==> config.mk <==
export PLATFORM = sky130hd
export DESIGN_NAME = sprite_blitter
export DESIGN_NICKNAME = d
export VERILOG_FILES = /design/src/rtl/chip8_pkg.sv /design/src/rtl/sprite_row_align.sv /design/src/rtl/sprite_blitter.sv
export SDC_FILE = /design/constraint.sdc
export NUM_CORES = 1
export LEC_CHECK = 0
export CORE_UTILIZATION = 35
export DETAILED_ROUTE_END_ITERATION = 6
export GPL_TIMING_DRIVEN = 0
export SLEW_MARGIN = 20
export SYNTH_ARGS = -nofsm -noshare
export SYNTH_HDL_FRONTEND = slang
export SYNTH_SLANG_ARGS = --single-unit
==> constraint.sdc <==
create_clock -name clk -period 4.01 [get_ports clk]
set_input_delay 0.6015 -clock clk [delete_from_list [all_inputs] [get_ports clk]]
set_output_delay 0.6015 -clock clk [all_outputs]
set_load 0.1 [all_outputs]
==> src/rtl/chip8_pkg.sv <==
`default_nettype none
// ============================================================================
// Module      : chip8_pkg
// Description : Shared constants and blitter state encoding for the Chip-8 core.
// Revision    : 1.0 - initial release
// ============================================================================
package chip8_pkg;

    localparam int FBUF_AW   = 9;
    localparam int MEM_AW    = 12;

    localparam int LORES_WPL = 4;
    localparam int HIRES_WPL = 8;

    localparam int LORES_W   = 64;
    localparam int LORES_H   = 32;
    localparam int HIRES_W   = 128;
    localparam int HIRES_H   = 64;

    typedef enum logic [3:0] {
        ST_IDLE   = 4'd0,
        ST_MREQ   = 4'd1,
        ST_MCAP   = 4'd2,
        ST_RD0    = 4'd3,
        ST_WR0    = 4'd4,
        ST_RD1    = 4'd5,
        ST_WR1    = 4'd6,
        ST_NEXT   = 4'd7,
        ST_FIN    = 4'd8,
        ST_MREQ_B = 4'd9,
        ST_MCAP_B = 4'd10
    } blit_state_t;

endpackage
`default_nettype wire

==> src/rtl/sprite_row_align.sv <==
`default_nettype none
// ============================================================================
// Module      : sprite_row_align
// Description : Shifts a sprite row into a 32-bit two-word field and decides
//               whether the second word lies on screen and needs writing.
// Revision    : 1.0 - initial release
// ============================================================================
module sprite_row_align
    import chip8_pkg::*;
(
    input  logic [15:0] i_pat,
    input  logic [6:0]  i_x0,
    input  logic        i_hires,
    output logic [15:0] o_f_hi,
    output logic [15:0] o_f_lo,
    output logic [2:0]  o_w,
    output logic        o_second
);

    logic [31:0] w_field;
    logic [3:0]  w_w_next;
    logic [3:0]  w_wpl;

    assign w_field  = {i_pat, 16'h0000} >> i_x0[3:0];
    assign o_f_hi   = w_field[31:16];
    assign o_f_lo   = w_field[15:0];
    assign o_w      = i_x0[6:4];

    // Pixels past the last word of the line are dropped, not wrapped.
    assign w_w_next = {1'b0, i_x0[6:4]} + 4'd1;
    assign w_wpl    = i_hires ? 4'(HIRES_WPL) : 4'(LORES_WPL);
    assign o_second = (o_f_lo != 16'h0000) && (w_w_next < w_wpl);

endmodule
`default_nettype wire

==> src/rtl/sprite_blitter.sv <==
`default_nettype none
// ============================================================================
// Module      : sprite_blitter
// Description : DXYN executor: fetches sprite rows and XORs them into the
//               packed framebuffer over a read-modify-write port, tracking
//               collision. Define CHIP8_SPRITE16_EN for 16x16 SCHIP sprites.
// Revision    : 1.0 - initial release
// ============================================================================
module sprite_blitter
    import chip8_pkg::*;
#(
    parameter int FBUF_AW = chip8_pkg::FBUF_AW,
    parameter int MEM_AW  = chip8_pkg::MEM_AW
) (
    input  logic               clk,
    input  logic               res,
    input  logic               hires,
    input  logic               start,
    input  logic [7:0]         x,
    input  logic [7:0]         y,
    input  logic [3:0]         n,
    input  logic [MEM_AW-1:0]  i_addr,
    output logic [MEM_AW-1:0]  mem_addr,
    output logic               mem_rd,
    input  logic [7:0]         mem_data,
    output logic [FBUF_AW-1:0] fbuf_addr,
    input  logic [15:0]        fbuf_rdata,
    output logic [15:0]        fbuf_wdata,
    output logic               fbuf_we,
    output logic               busy,
    output logic               done,
    output logic               collision
);

    blit_state_t        r_state;
    blit_state_t        w_state_nxt;
    logic [6:0]         r_x0;
    logic [5:0]         r_y0;
    logic [4:0]         r_rows;
    logic [4:0]         r_row;
    logic [MEM_AW-1:0]  r_base;
    logic               r_hires;
    logic [15:0]        r_pat;
    logic               r_coll;

    logic [6:0]         w_x0_in;
    logic [5:0]         w_y0_in;
    logic [4:0]         w_rows_in;
    logic               w_s16_in;
    logic               w_s16;
    logic [6:0]         w_line;
    logic [6:0]         w_line_nxt;
    logic [4:0]         w_row_nxt;
    logic               w_bottom;
    logic [5:0]         w_fetch_off;
    logic [FBUF_AW-1:0] w_base_addr;
    logic [15:0]        w_f_hi;
    logic [15:0]        w_f_lo;
    logic [2:0]         w_w;
    logic               w_second;
    logic               w_unused;

    assign w_unused    = ^{x[7], y[7:6]};

    assign w_x0_in     = hires ? x[6:0] : {1'b0, x[5:0]};
    assign w_y0_in     = hires ? y[5:0] : {1'b0, y[4:0]};
    assign w_rows_in   = w_s16_in ? 5'd16 : {1'b0, n};

    assign w_line      = {1'b0, r_y0} + {2'b00, r_row};
    assign w_line_nxt  = w_line + 7'd1;
    assign w_row_nxt   = r_row + 5'd1;
    assign w_bottom    = r_hires ? (w_line_nxt >= 7'(HIRES_H)) : (w_line_nxt >= 7'(LORES_H));
    assign w_fetch_off = w_s16 ? {r_row, 1'b0} : {1'b0, r_row};
    assign w_base_addr = r_hires ? (FBUF_AW'(w_line) << 3) : (FBUF_AW'(w_line) << 2);

`ifdef CHIP8_SPRITE16_EN
    logic r_s16;

    assign w_s16_in = hires && (n == 4'd0);
    assign w_s16    = r_s16;

    always_ff @(posedge clk) begin
        if (res) begin
            r_s16 <= 1'b0;
        end else if ((r_state == ST_IDLE) && start) begin
            r_s16 <= w_s16_in;
        end
    end
`else
    assign w_s16_in = 1'b0;
    assign w_s16    = 1'b0;
`endif

    sprite_row_align u_align (
        .i_pat    (r_pat),
        .i_x0     (r_x0),
        .i_hires  (r_hires),
        .o_f_hi   (w_f_hi),
        .o_f_lo   (w_f_lo),
        .o_w      (w_w),
        .o_second (w_second)
    );

    always_ff @(posedge clk) begin
        if (res) begin
            r_state <= ST_IDLE;
            r_x0    <= '0;
            r_y0    <= '0;
            r_rows  <= '0;
            r_row   <= '0;
            r_base  <= '0;
            r_hires <= 1'b0;
            r_pat   <= '0;
            r_coll  <= 1'b0;
        end else begin
            r_state <= w_state_nxt;
            case (r_state)
                ST_IDLE: begin
                    if (start) begin
                        r_x0    <= w_x0_in;
                        r_y0    <= w_y0_in;
                        r_rows  <= w_rows_in;
                        r_row   <= '0;
                        r_base  <= i_addr;
                        r_hires <= hires;
                        r_coll  <= 1'b0;
                    end
                end
                ST_MCAP:   r_pat       <= {mem_data, 8'h00};
                ST_MCAP_B: r_pat[7:0]  <= mem_data;
                ST_WR0:    r_coll      <= r_coll | (|(fbuf_rdata & w_f_hi));
                ST_WR1:    r_coll      <= r_coll | (|(fbuf_rdata & w_f_lo));
                ST_NEXT:   r_row       <= w_row_nxt;
                default: ;
            endcase
        end
    end

    always_comb begin
        w_state_nxt = r_state;
        case (r_state)
            ST_IDLE:   if (start) w_state_nxt = (w_rows_in == 5'd0) ? ST_FIN : ST_MREQ;
            ST_MREQ:   w_state_nxt = ST_MCAP;
            ST_MCAP:   w_state_nxt = w_s16 ? ST_MREQ_B : ST_RD0;
            ST_MREQ_B: w_state_nxt = ST_MCAP_B;
            ST_MCAP_B: w_state_nxt = ST_RD0;
            ST_RD0:    w_state_nxt = ST_WR0;
            ST_WR0:    w_state_nxt = w_second ? ST_RD1 : ST_NEXT;
            ST_RD1:    w_state_nxt = ST_WR1;
            ST_WR1:    w_state_nxt = ST_NEXT;
            // Rows stop at the bottom edge rather than wrapping to the top.
            ST_NEXT:   w_state_nxt = ((w_row_nxt == r_rows) || w_bottom) ? ST_FIN : ST_MREQ;
            ST_FIN:    w_state_nxt = ST_IDLE;
            default:   w_state_nxt = ST_IDLE;
        endcase
    end

    always_comb begin
        mem_addr   = '0;
        mem_rd     = 1'b0;
        fbuf_addr  = '0;
        fbuf_wdata = '0;
        fbuf_we    = 1'b0;
        busy       = (r_state != ST_IDLE) && (r_state != ST_FIN);
        done       = (r_state == ST_FIN);
        collision  = r_coll;
        case (r_state)
            ST_MREQ: begin
                mem_rd   = 1'b1;
                mem_addr = r_base + MEM_AW'(w_fetch_off);
            end
            ST_MREQ_B: begin
                mem_rd   = 1'b1;
                mem_addr = r_base + MEM_AW'(w_fetch_off) + MEM_AW'(1);
            end
            ST_RD0: begin
                fbuf_addr = w_base_addr + FBUF_AW'(w_w);
            end
            ST_WR0: begin
                fbuf_addr  = w_base_addr + FBUF_AW'(w_w);
                fbuf_wdata = fbuf_rdata ^ w_f_hi;
                fbuf_we    = 1'b1;
            end
            ST_RD1: begin
                fbuf_addr = w_base_addr + FBUF_AW'(w_w) + FBUF_AW'(1);
            end
            ST_WR1: begin
                fbuf_addr  = w_base_addr + FBUF_AW'(w_w) + FBUF_AW'(1);
                fbuf_wdata = fbuf_rdata ^ w_f_lo;
                fbuf_we    = 1'b1;
            end
            default: ;
        endcase
    end

endmodule
`default_nettype wire

==> key figures, run 1 <==
Run status
  – Status: complete, no violations

Clock network
  – Clk sink count: 56
  – Inserted Clock Buffers: 5
  – Htree depth: 2
  – Root buffer cell: clkbuf_16
  – Worst-path clk slew: 0.08 ns
  – Clock buffer depth: 2
  – CTS tree: yes
  – Later-pin clock latency in the skew report: 0.29 ns

Final layout
  – Area Growth Syn to Fin: 28.92%
  – Final instance area: 7034 sq um
  – Layout cell share with drive strength beyond 1: 13.53%
  – Final core utilization: 46.27%
  – Non-filler cells, final: 1038
  – N_diodes: 0
  – Final #Nets: 927

Timing
  – Final worst setup slack: 0.02216 ns
  – RSZ-0062 raised after global routing: yes
  – Min Tclk post-route: 3.988 ns
  – Slew Limit Fails: 0
  – Final cycle utilization of the critical path: 99.45%
  – Slew @ Worst Pin: 0.9833 ns
  – Max Fclk: 0.2508 GHz
  – Hold Violations, Final: 0
  – Setup TNS: 0 ns
  – Relative slew slack: 34.24%
  – # setup viols final: 0
  – Skew final: 0.002390 ns

Synthesis
  – Number of synthesized flops with an enable pin: 0
  – Most common cell in the netlist: nand2_1
  – FFs w/ async S/R, synth: 0%
  – Synth Flop Type: dfxtp_1
  – Average size of a mapped cell: 7.374 sq um
  – Yosys cell types: 68
  – Cell Area, Synth: 5456 sq um
  – Register area share after synthesis: 20.55%
  – Top cell type's share of synthesized area: 20.55%
  – Cell taking the most area after synthesis: dfxtp_1
  – Number of synthesis warnings: 0
  – Top cells by area, synth: dfxtp_1, nand2_1, a21oi_1
  – Commonest cells post-synth: nand2_1, a21oi_1, dfxtp_1, nor2_1, nand3_1
  – #FFs+latches synth: 56
  – Mapped Cells: 740
  – Syn Nets: 818

Worst setup path
  – CP Capture Type: output port
  – Worst path slowest cell: or4_4
  – WP buf/inv: 1
  – Critical path class: register to output port
  – CP max stage delay: 0.57 ns
  – CP delay by family, top: simple AND/OR/NAND/NOR gates
  – WP data required: 3.41 ns
  – CP startpoint kind: register
  – Critical path's most frequent cell: a21o_1
  – Crit-path cells: ha_4 > fa_2 > a21o_1 > a21o_1 > xor2_2 > o2111ai_2 > or4_4 > nor3_4 > mux2i_4 > buf_12
  – CP Max Fanout: 6
  – Worst EP arrival: 3.39 ns

Floorplan
  – Core Rows: 45
  – Die area: 16090 sq um
  – Overall die width: 126.9 um
  – Core Region: 15200 sq um
  – # IOs: 102
  – Starting Density: 35.89%
  – Die Y: 126.9 um

Global route
  – First-pass GRT wire length: 29000 um
  – GRT Util Overall: 22.33%
  – Grt ovf: 0
  – Initial antenna violation count: 0
  – Number of global-route vias before repair: 5601
  – Largest net degree at the start of global routing: 19

Min path
  – Worst hold path type: register to register

Placed design
  – Post-DP HPWL: 14160 um
  – GP Congestion: 0.9526
  – Dpl cells: 1025
  – Port Buffers: 97
  – Post-DP Area: 6724 sq um
  – Worst slack, placed: -0.8877 ns

Power
  – PwrDens: 312.0 nW/um^2
  – Worst vdd rail ir drop: 0.2341 mV
  – Leak: 2.569 nW

Drt
  – DR pass1 iterations: 5
  – Drt drc: 0
  – Initial drt markers: 486
  – Vias/cell: 5.732
  – Vias: 5950
  – ANT nets after route: 0
  – Drt wl/cell: 17.59 um
  – WL final: 18260 um

Flow run
  – Max-Cap Viols: 0
metrics by stage:
step | hold WS (ns) | power (mW)
3_3_place_gp | 0.4508 | 1.730
4_1_cts | 0.4642 | 2.180
3_5_place_dp | 0.4535 | 1.730
5_1_grt | 0.4898 | 2.314
6_report | 0.4649 | 2.195
2_1_floorplan | 0.4400 | 1.422
kinds of logic after synthesis:
group | count (synthesis) | share of synthesized area, %
buffers and inverters | 65 | 4.953
DFF | 56 | 20.55
xor gates and xnor gates | 44 | 7.063
AOI/OAI and AO/OA | 193 | 22.79
adders and majority gates | 20 | 4.770
and+or+nand+nor | 306 | 25.75
muxes | 56 | 14.13
cells in the final DEF (no fill, tap or decap), types with 6 or more instances in the layout:
master,Yosys,layout
ha_1,16,12
buf_4,2,9
o21ai_0,33,31
xnor2_1,21,18
clkdlybuf4s50_1,0,66
o211ai_1,10,10
a22oi_1,11,11
mux2i_1,26,25
nor3_1,18,14
a21oi_1,74,71
dfxtp_1,56,53
and3_1,12,11
buf_2,3,7
nand2_1,133,133
clkbuf_2,0,7
mux4_2,11,11
a22o_1,6,6
xor2_1,23,22
nand3_1,36,36
nand2b_1,7,7
or3_1,7,6
inv_1,19,19
nor2_1,56,53
mux2_2,13,13
clkbuf_1,29,29
clkdlybuf4s15_2,0,9
a211oi_1,6,6
buf_1,9,9
a21o_1,8,8
layout make-up:
| class | count | area, sq um |
|---|---|---|
| Fill cell | 1602 | 8168 |
| Multi-Input combinational cell | 619 | 4262 |
| Sequential cell | 56 | 1132 |
| Timing Repair Buffer | 102 | 987.2 |
| Tap cell | 188 | 235.2 |
| Buffer | 45 | 195.2 |
| Clock buffer | 5 | 125.1 |
| Inverter | 20 | 75.07 |
| Clock inverter | 3 | 22.52 |
report_power, final:
group          leakage (nW)  switching (mW)  internal, mW
sequential            0.459          0.0635         0.609
combinational          2.04           0.715         0.351
clock                0.0742           0.221         0.235
worst min-delay path: cells and delay by family (launching register included):
family,cells,cell delay [ns]
compound gates,1,0.05
flops,1,0.32
simple gates,1,0.05
worst paths after layout:
kind	endpoint	cells past startpoint	start	slack (ns)
worst max-delay path	mem_addr[11]	10	r_row[0]	0.02
worst max register to register	collision	10	r_x0[1]	1.15
worst min-delay path	r_base[2]	2	r_base[2]	0.46
worst min register to register	r_base[2]	2	r_base[2]	0.46
sequential cells by signal, summed over array words and instances (netlist names), 4 cells and up:
| signal | flops |
|---|---|
| r_state | 4 |
| r_base | 12 |
| r_rows | 4 |
| r_pat | 16 |
| r_row | 5 |
| r_y0 | 6 |
| r_x0 | 7 |
per-layer routing:
metal	global-route usage, %	wire (um)
met1	28.84	8082
met2	38.72	8687
met3	2.488	948
met4	7.213	539
met5	0	0
what timing repair did:
| item | in CTS | in global routing |
|---|---|---|
| resized for setup | 111 | 50 |
| hold buffers | 0 | 0 |
| pin swaps | 1 | 12 |
| setup endpoints to repair | 30 | 20 |
| endpoints found under the hold margin | 0 | 0 |
| setup buffers | 0 | 5 |
No activity file was read; power rests on OpenSTA's default activity.
==> run 2, diff against run 1 <==
Settings changed: CAP_MARGIN set to 10.
==> results of run 2 <==
No change in the layout: final DEF, timing and power equal those of run 1.
